--- config.mk ---
export PLATFORM = sky130hd
export DESIGN_NAME = excp_flush_ctrl
export DESIGN_NICKNAME = d
export VERILOG_FILES = /design/src/rtl/excp_flush_ctrl.sv
export SDC_FILE = /design/constraint.sdc
export NUM_CORES = 1
export LEC_CHECK = 0
export BUFFER_PORTS_ARGS = -buffer_cell sky130_fd_sc_hd__clkbuf_2
export CAP_MARGIN = 20
export CORE_ASPECT_RATIO = 0.9
export CORE_UTILIZATION = 50
export DETAILED_ROUTE_END_ITERATION = 8
export PLACE_DENSITY = 0.87
export SETUP_SLACK_MARGIN = 0.05
export SLEW_MARGIN = 20
export SYNTH_ARGS = -nofsm -noshare
export SYNTH_HDL_FRONTEND = slang
export SYNTH_SLANG_ARGS = --single-unit
--- constraint.sdc ---
create_clock -name clk -period 2.89 [get_ports clk]
set_input_delay 0.4335 -clock clk [delete_from_list [all_inputs] [get_ports clk]]
set_output_delay 0.4335 -clock clk [all_outputs]
set_load 0.01 [all_outputs]
--- src/rtl/excp_flush_ctrl.sv ---
// Exception / interrupt / ERET sequencer: picks one event from WB, pulses a
// registered commit to CP0, flushes the pipe for a fixed time, then redirects IF.
module excp_flush_ctrl #(
  parameter logic [31:0] EXCP_ENTRY   = 32'hbfc00380,
  parameter int          FLUSH_CYCLES = 2
) (
  input  logic        clk,
  input  logic        resetn,
  input  logic        ws_valid,
  input  logic        ws_excp_valid,
  input  logic [4:0]  ws_excp_execode,
  input  logic        ws_eret,
  input  logic [31:0] ws_pc,
  input  logic        ws_bd,
  input  logic [31:0] ws_badvaddr,
  input  logic        status_ie,
  input  logic        status_exl,
  input  logic [7:0]  status_im,
  input  logic [7:0]  cause_ip,
  input  logic [31:0] cp0_epc,
  output logic        excp_commit,
  output logic        eret_commit,
  output logic [4:0]  commit_execode,
  output logic        commit_epc_we,
  output logic [31:0] commit_epc,
  output logic        commit_bd,
  output logic        commit_badv_we,
  output logic [31:0] commit_badvaddr,
  output logic        pipe_flush,
  output logic        redirect_valid,
  output logic [31:0] redirect_pc,
  input  logic        redirect_ack,
  output logic        busy
);

  typedef enum logic [1:0] {
    IDLE     = 2'd0,
    FLUSH    = 2'd1,
    REDIRECT = 2'd2
  } state_t;

  localparam logic [3:0] CNT_INIT = 4'(FLUSH_CYCLES - 1);

  state_t     state;
  state_t     state_nxt;
  logic [3:0] cnt;
  logic [3:0] cnt_nxt;
  logic       int_req;
  logic       exc_req;
  logic       eret_req;
  logic       trigger;

  // Priority int > exc > eret is folded into the request terms themselves.
  assign int_req  = ws_valid & status_ie & ~status_exl & (|(status_im & cause_ip));
  assign exc_req  = ws_valid & ws_excp_valid & ~int_req;
  assign eret_req = ws_valid & ws_eret & ~ws_excp_valid & ~int_req;
  assign trigger  = (state == IDLE) & (int_req | exc_req | eret_req);

  always_comb begin
    state_nxt = state;
    cnt_nxt   = cnt;
    case (state)
      IDLE: begin
        if (trigger) begin
          state_nxt = FLUSH;
          cnt_nxt   = CNT_INIT;
        end
      end
      FLUSH: begin
        if (cnt == 4'd0) state_nxt = REDIRECT;
        else             cnt_nxt   = cnt - 4'd1;
      end
      REDIRECT: begin
        if (redirect_ack) state_nxt = IDLE;
      end
      default: state_nxt = IDLE;
    endcase
  end

  always_ff @(posedge clk or negedge resetn) begin
    if (!resetn) begin
      state <= IDLE;
      cnt   <= 4'd0;
    end else begin
      state <= state_nxt;
      cnt   <= cnt_nxt;
    end
  end

  assign pipe_flush     = (state == FLUSH);
  assign redirect_valid = (state == REDIRECT);
  assign busy           = (state != IDLE);

  // Pulses and enables are cleared every cycle; data fields hold until the next trigger.
  always_ff @(posedge clk or negedge resetn) begin
    if (!resetn) begin
      excp_commit     <= 1'b0;
      eret_commit     <= 1'b0;
      commit_execode  <= 5'h00;
      commit_epc_we   <= 1'b0;
      commit_epc      <= 32'h0;
      commit_bd       <= 1'b0;
      commit_badv_we  <= 1'b0;
      commit_badvaddr <= 32'h0;
      redirect_pc     <= 32'h0;
    end else begin
      excp_commit    <= 1'b0;
      eret_commit    <= 1'b0;
      commit_epc_we  <= 1'b0;
      commit_badv_we <= 1'b0;
      if (trigger) begin
        excp_commit     <= int_req | exc_req;
        eret_commit     <= eret_req;
        commit_execode  <= exc_req ? ws_excp_execode : 5'h00;
        commit_epc_we   <= (int_req | exc_req) & ~status_exl;
        commit_epc      <= ws_bd ? (ws_pc - 32'd4) : ws_pc;
        commit_bd       <= ws_bd;
        commit_badv_we  <= exc_req & ((ws_excp_execode == 5'h04) | (ws_excp_execode == 5'h05));
        commit_badvaddr <= ws_badvaddr;
        redirect_pc     <= eret_req ? cp0_epc : EXCP_ENTRY;
      end
    end
  end

endmodule

==> results of run 1 <==
## layout make-up
type                    count  area [sq um]  share of cell area, %
inverters                  10          37.5                  0.598
flip-flops and latches    112          2800                   44.6
well taps                 122           153                   2.43
clock inverters             6          55.1                  0.876
repair buffers            238          1230                   19.6
clock buffers              10           128                   2.03
multi-input cells         254          1880                   29.9
## kinds of logic after synthesis
| kind of cell | share of synthesized area, % |
|---|---|
| flops | 58.4 |
| simple gates | 11.9 |
| compound gates | 11.7 |
| mux | 9.36 |
| buf+inv | 2.74 |
| xor+xnor | 5.11 |
| fa+ha+maj | 0.782 |
## metal layers
layer  global-route usage [%]  vias to the layer above  wire [um]
met1                     26.9                     1952       4540
met3                     6.69                       24        779
met5                        0                        -          0
li1                         -                     1869          -
met2                     47.7                      144       6550
met4                     8.57                        0        312
## flip-flops by register name, indices dropped and copies added (netlist names)
name	count
commit_epc_we	1
commit_execode	5
redirect_pc	32
cnt	4
eret_commit	1
commit_epc	32
excp_commit	1
commit_badv_we	1
state	2
commit_badvaddr	32
commit_bd	1
## placed cells by master, fill, tap and decap left out, types with 3 or more instances in the layout
master      n
a21oi_1    27
a22o_1     24
a22oi_1     4
buf_4       3
clkbuf_2  233
clkbuf_8    9
dfrtp_1   112
ha_1        3
inv_1      10
mux2_2     39
nand2_1    12
nand2b_1    3
nand3_1     3
nand4_1     3
nor2_1     37
nor2b_1     3
nor3_1     17
nor4_1      5
o22a_1     12
or3_1       5
xnor2_1    19
xor2_1      9
## metrics by stage
| stage | power, mW | cell area, sq um | setup slack (ps) | hold WS, ps |
|---|---|---|---|---|
| detailed placement | 5.14 | 6100 | 580 | 414 |
| floorplan | 4.00 | 4800 | 873 | 138 |
| finish | 5.94 | 6280 | 955 | 5.70 |
| global placement | 4.99 | 6100 | 636 | 402 |
| global route | 6.31 | 6280 | 832 | 17.4 |
| CTS | 6.01 | 6280 | 983 | 12.0 |
## power groups by stage
stage	sequential, mW	clock [mW]	combinational (mW)
floorplan	2.96	0	1.04
global placement	2.64	0	2.35
detailed placement	2.69	0	2.45
CTS	2.66	0.895	2.45
global route	2.74	0.940	2.63
finish	2.66	0.864	2.42
## final timing paths
check	start	endpoint	slack, ps	cells past startpoint
max in group asynchronous	resetn	commit_badvaddr[9]	2110	2
worst max-delay path	state[0]	commit_badvaddr[10]	960	4
worst min-delay path	resetn	commit_badvaddr[30]	6	1
min in group clk	status_exl	commit_epc_we	240	2
worst min register to register	redirect_pc[31]	redirect_pc[31]	520	1
worst max register to register	state[0]	commit_badvaddr[10]	960	4
==> summary.md, run 1 <==
| Metric | Value |
|---|---|
| Commonest register cell after synthesis | dfrtp_1 |
| Cell taking the most area after synthesis | dfrtp_1 |
| GRT Total Usage | ~25% |
| Clock Skew | 8.23 ps |
| Internal Power | 3.75 mW |
| Die H | roughly 95 um |
| Fin nets | around 750 |
| RePlAce Congestion | 0.864 |
| Port Buf Inserts | 234 |
| I/O pin cnt | 235 |
| Clock Sinks | 112 |
| Yosys Warn Count | 0 |
| FFs w/ async S/R, synth | 100% |
| CP Buf/Inv Count | 1 |
| Clock buffer depth | 2 |
| CTS buffer count | 9 |
| Total wire length | about 12,000 um |
| Post-layout util | 68.2% |
| Final setup violation count | 0 |
| Largest net degree at the start of global routing | 110 |
| Status | finished, final reports clean |
| Crit-path cells | nor2_1 > o311a_4 > buf_12 > mux2_2 |
| Placed insts | 736 |
| Post-CTS Resized | 0 |
| Site Rows | 33 |
| Setup crit end kind | flip-flop |
| Highest clock rate | 517 MHz |
| Post-DR wirelength/cell | 16.2 um |
| RSZ-0062 raised after global routing | false |
| Peak per-stage delay on the critical path | 400 ps |
| Area share of the largest cell type after synthesis | 58.4% |
| Slew @ Worst Pin | 625 ps |
| Tcrit/Tclk final | 66.9% |
| Via density | 5.30 |
| Clock Pin Slew Worst Setup and Hold Paths | around 100 ps |
| CTS tree | built |
| DRC violations left | 0 |
| HP Class | in -> async |
| H-tree depth | 3 |
| Switching power | 2.19 mW |
| Post-CTS Repair Setup Buffers | 0 |
| Minimum clock period | 1930 ps |
| Logic pwr share | 40.7% |
| Chip width | between 100 and 150 um |
| MaxCap Viol Count | 0 |
| Net Sw Frac | 36.9% |
| Antenna violations before repair | 0 |
| DR pass1 iterations | 4 |
| CP arrival | about 2200 ps |
| Finished Layout Cells | around 750 |
| Leak | 3.05 nW |
| Fraction of layout cells with a size suffix above 1 | 48.3% |
| Most common cell in the netlist | dfrtp_1 |
| HPWL after DPL | 9500 um |
| Critical path class | reg -> reg |
| Synthesized net count | roughly 530 |
| Max Slew Vio Count | 0 |
| Worst Path Max Fanout | 109 |
| Synthesized cell area | 4800 sq um |
| Hold Violations, Final | 0 |
| Die area | 10000 sq um |
| Worst-skew pair later-pin latency | 370 ps |
| Relative slew slack | 58.3% |
| DRT iter0 DRCs | 124 |
| Register area share after synthesis | 58.4% |
| Core area | about 9200 sq um |
| FILL cells | 712 |
| Synth top cells by count | dfrtp_1 (112), mux2_2 (39), nor2_1 (37) |
| Slowest CP cell | dfrtp_1 |
| Sequential Power Share | between 40 and 50% |
| First-pass GRT wire length | between 15,000 and 20,000 um |
| Yosys cell types | 45 |
| Syn Inst Count | 396 |
| WP data required | 3140 ps |
| Via count | 3,989 |
| Clock Power Share | 14.5% |
| Power Dens Cells | 946 nW/um^2 |
| Clock root buffer | clkbuf_8 |
| GR Overflow Total | 0 |
| Worst VDD drop | 0.497 mV |
| Area Growth Syn to Fin | 30.9% |
| EDFF count, synth | 0 |
| Hold Buf Count CTS | 0 |
| Antenna cells | 0 |
| CP Launch Type | flip-flop |
| Post-DRT Antenna Nets | 0 |
| Starting Density | 52.1% |
| #FFs+latches synth | 112 |
| Avg Cell Area, Syn | 12.1 sq um |
| Number of global-route vias before repair | 3,997 |
| Top delay family on crit path | flip-flops |
| Most area-consuming cells after synthesis | dfrtp_1 (58%), mux2_2 (9.2%), a22o_1 (4.4%), xnor2_1 (3.5%), nor2_1 (2.9%) |
| Final setup TNS | 0 ps |
(Power assumes the default switching activity.)
==> run 2, diff against run 1 <==
--- a/config.mk
+++ b/config.mk
@@ -8,9 +8,9 @@
 export BUFFER_PORTS_ARGS = -buffer_cell sky130_fd_sc_hd__clkbuf_2
 export CAP_MARGIN = 20
 export CORE_ASPECT_RATIO = 0.9
-export CORE_UTILIZATION = 50
+export CORE_UTILIZATION = 46
 export DETAILED_ROUTE_END_ITERATION = 8
-export PLACE_DENSITY = 0.87
+export PLACE_DENSITY = 0.81
 export SETUP_SLACK_MARGIN = 0.05
 export SLEW_MARGIN = 20
 export SYNTH_ARGS = -nofsm -noshare
==> constraint.sdc (replaced) <==
create_clock -name clk -period 1.98 [get_ports clk]
set_input_delay 0.297 -clock clk [delete_from_list [all_inputs] [get_ports clk]]
set_output_delay 0.297 -clock clk [all_outputs]
set_load 0.01 [all_outputs]
==> run 2 against run 1 <==
Global-route usage down 1.7 points. Core utilization down 1.7 points. Power up 57%. Design area up 5.0%. Cell count up 2.9%. Critical path type unchanged.
==> summary.md, run 2 (synthesis gave the netlist of run 1 again) <==
| Metric | Value |
|---|---|
| Status | finished, final reports clean |
| MaxCap Viol Count | 0 |
| Commonest non-fill, non-tap cell in the layout | clkbuf_2 |
| Finished Layout Cells | 774 |
| Clock Sinks | 112 |
| Clock Skew | 10.7 ps |
| Antenna cells | 0 |
| Post-route setup slack | 180 ps |
| CTS buffer count | 9 |
| Area Growth Syn to Fin | 37.4% |
| Routed wl met3 | 701 um |
| CP arrival | 2020 ps |
| Tcrit/Tclk final | 90.9% |
| Final setup violation count | 0 |
| Final instance area | 6590 sq um |
| Post-DR wirelength/cell | 15.9 um |
| Number of global-route vias before repair | 4,103 |
| WP data required | about 2200 ps |
| Leak | 3.20 nW |
| Worst VDD drop | 0.791 mV |
| Clock buffer depth | 2 |
| Highest clock rate | 556 MHz |
| Clock root buffer | clkbuf_16 |
| Fraction of layout cells with a size suffix above 1 | 49.7% |
| Hold Violations, Final | 0 |
| DR pass1 iterations | 4 |
| Slew @ Worst Pin | 379 ps |
| Chip width | 110 um |
| RSZ-0062 raised after global routing | false |
| Worst Path Max Fanout | 5 |
| CP Launch Type | flip-flop |
| Most frequent cells in the layout | clkbuf_2 (233), dfrtp_1 (112), mux2_2 (39) |
| Core area | 9910 sq um |
| Post-DRT Antenna Nets | 0 |
| Power Dens Cells | 1420 nW/um^2 |
| Setup crit end kind | flip-flop |
| HP Class | in -> reg |
| Top Metal Used | met4 |
| Cell Area, Placed | 6280 sq um |
| Placed insts | 757 |
| Biggest registers after layout | commit_badvaddr x32, commit_epc x32, redirect_pc x32 |
| First-pass GRT wire length | 19,600 um |
| Antenna violations before repair | 0 |
| Largest net degree at the start of global routing | 53 |
| DRT iter0 DRCs | ~170 |
| Relative slew slack | 74.5% |
| Port Buf Inserts | 234 |
| Reg-to-reg setup timing slack | 180 ps |
| GRT Total Usage | 23.4% |
| Die H | 98.9 um |
| Clock Pin Slew Worst Setup and Hold Paths | approximately 70 ps |
| I/O pin cnt | about 240 |
| FILL cells | 779 |
| Critical path class | reg -> reg |
| M1 WL | 4810 um |
| Worst-skew pair later-pin latency | 340 ps |
| CTS tree | built |
| GR Overflow Total | 0 |
| Max Slew Vio Count | 0 |
| Die area | 10,800 sq um |
| Post-CTS Resized | 0 |
| HPWL after DPL | 9750 um |
| Metal2 WL | roughly 6500 um |
| Setup WS pre-CTS | -25.7 ps |
| DRC violations left | 0 |
| Via count | 4,040 |
| Starting Density | 48.4% |
| Site Rows | 34 |
| Minimum clock period | 1800 ps |
| Via density | around 5.2 |
| H-tree depth | 3 |
| Total wire length | 12,300 um |
| Fin nets | 772 |
| RePlAce Congestion | approximately 0.85 |
-- run 2: cell types whose count changed in the layout (fill, tap and decap cells not counted) --
cell	before	now
clkinv_2	1	0
clkinv_8	1	2
buf_4	3	16
buf_12	2	6
dlygate4sd3_1	0	1
inv_8	0	1
clkbuf_16	0	9
clkbuf_8	9	0
clkbuf_1	1	0
-- run 2: critical path, stage by stage (launching register included) --
cell and delay [ps]:
dfrtp_1 420, inv_1 100, ha_1 180, or3b_2 480, nand2_1 180, nor3b_1 250, a31oi_1 70
-- run 2: report_power, final --
group	leakage (nW)	total, mW	internal, mW	switching, mW
combinational	1.73	3.68	1.79	1.89
clock	0.144	1.80	0.897	0.901
sequential	1.33	3.87	3.31	0.560
-- run 2: worst paths after layout --
path | startpoint | to | depth (start not counted)
setup reg to reg | cnt[0] | cnt[0] | 6
setup / recovery | cnt[0] | cnt[0] | 6
hold / removal | status_exl | commit_epc_we | 2
hold reg to reg | redirect_pc[15] | redirect_pc[15] | 1
min in group asynchronous | resetn | commit_badvaddr[28] | 2
max in group asynchronous | resetn | commit_epc[9] | 3
-- run 2: routing by layer --
layer,global-route usage [%],vias to the layer above
met3,5.75,21
met1,26.7,1943
li1,-,1923
met2,42.4,153
met4,7.49,0
met5,0,-
-- run 2: cell type report --
cell class	count	area [sq um]	area share [%]
flip-flops and latches	112	2800	42.5
multi-input cells	254	1880	28.5
repair buffers	256	1420	21.5
clock buffers	9	225	3.42
well taps	126	158	2.39
clock inverters	7	77.6	1.18
inverters	10	37.5	0.569
-- run 2: metrics by stage --
step | power (mW) | utilization, % | hold WS, ps | setup TNS [ps]
CTS | 9.45 | 66.5 | 123 | 0
detailed placement | 7.63 | 63.4 | 190 | -33.7
global route | 9.98 | 66.5 | 127 | 0
finish | 9.35 | 66.5 | 131 | 0
floorplan | 5.84 | - | 1.41 | 0
global placement | 7.45 | 63.4 | 182 | 0
-- run 2: what timing repair did --
action | CTS | global route
setup buffers | 0 | 0
hold buffers | 1 | 0
hold endpoints to repair | 16 | 0
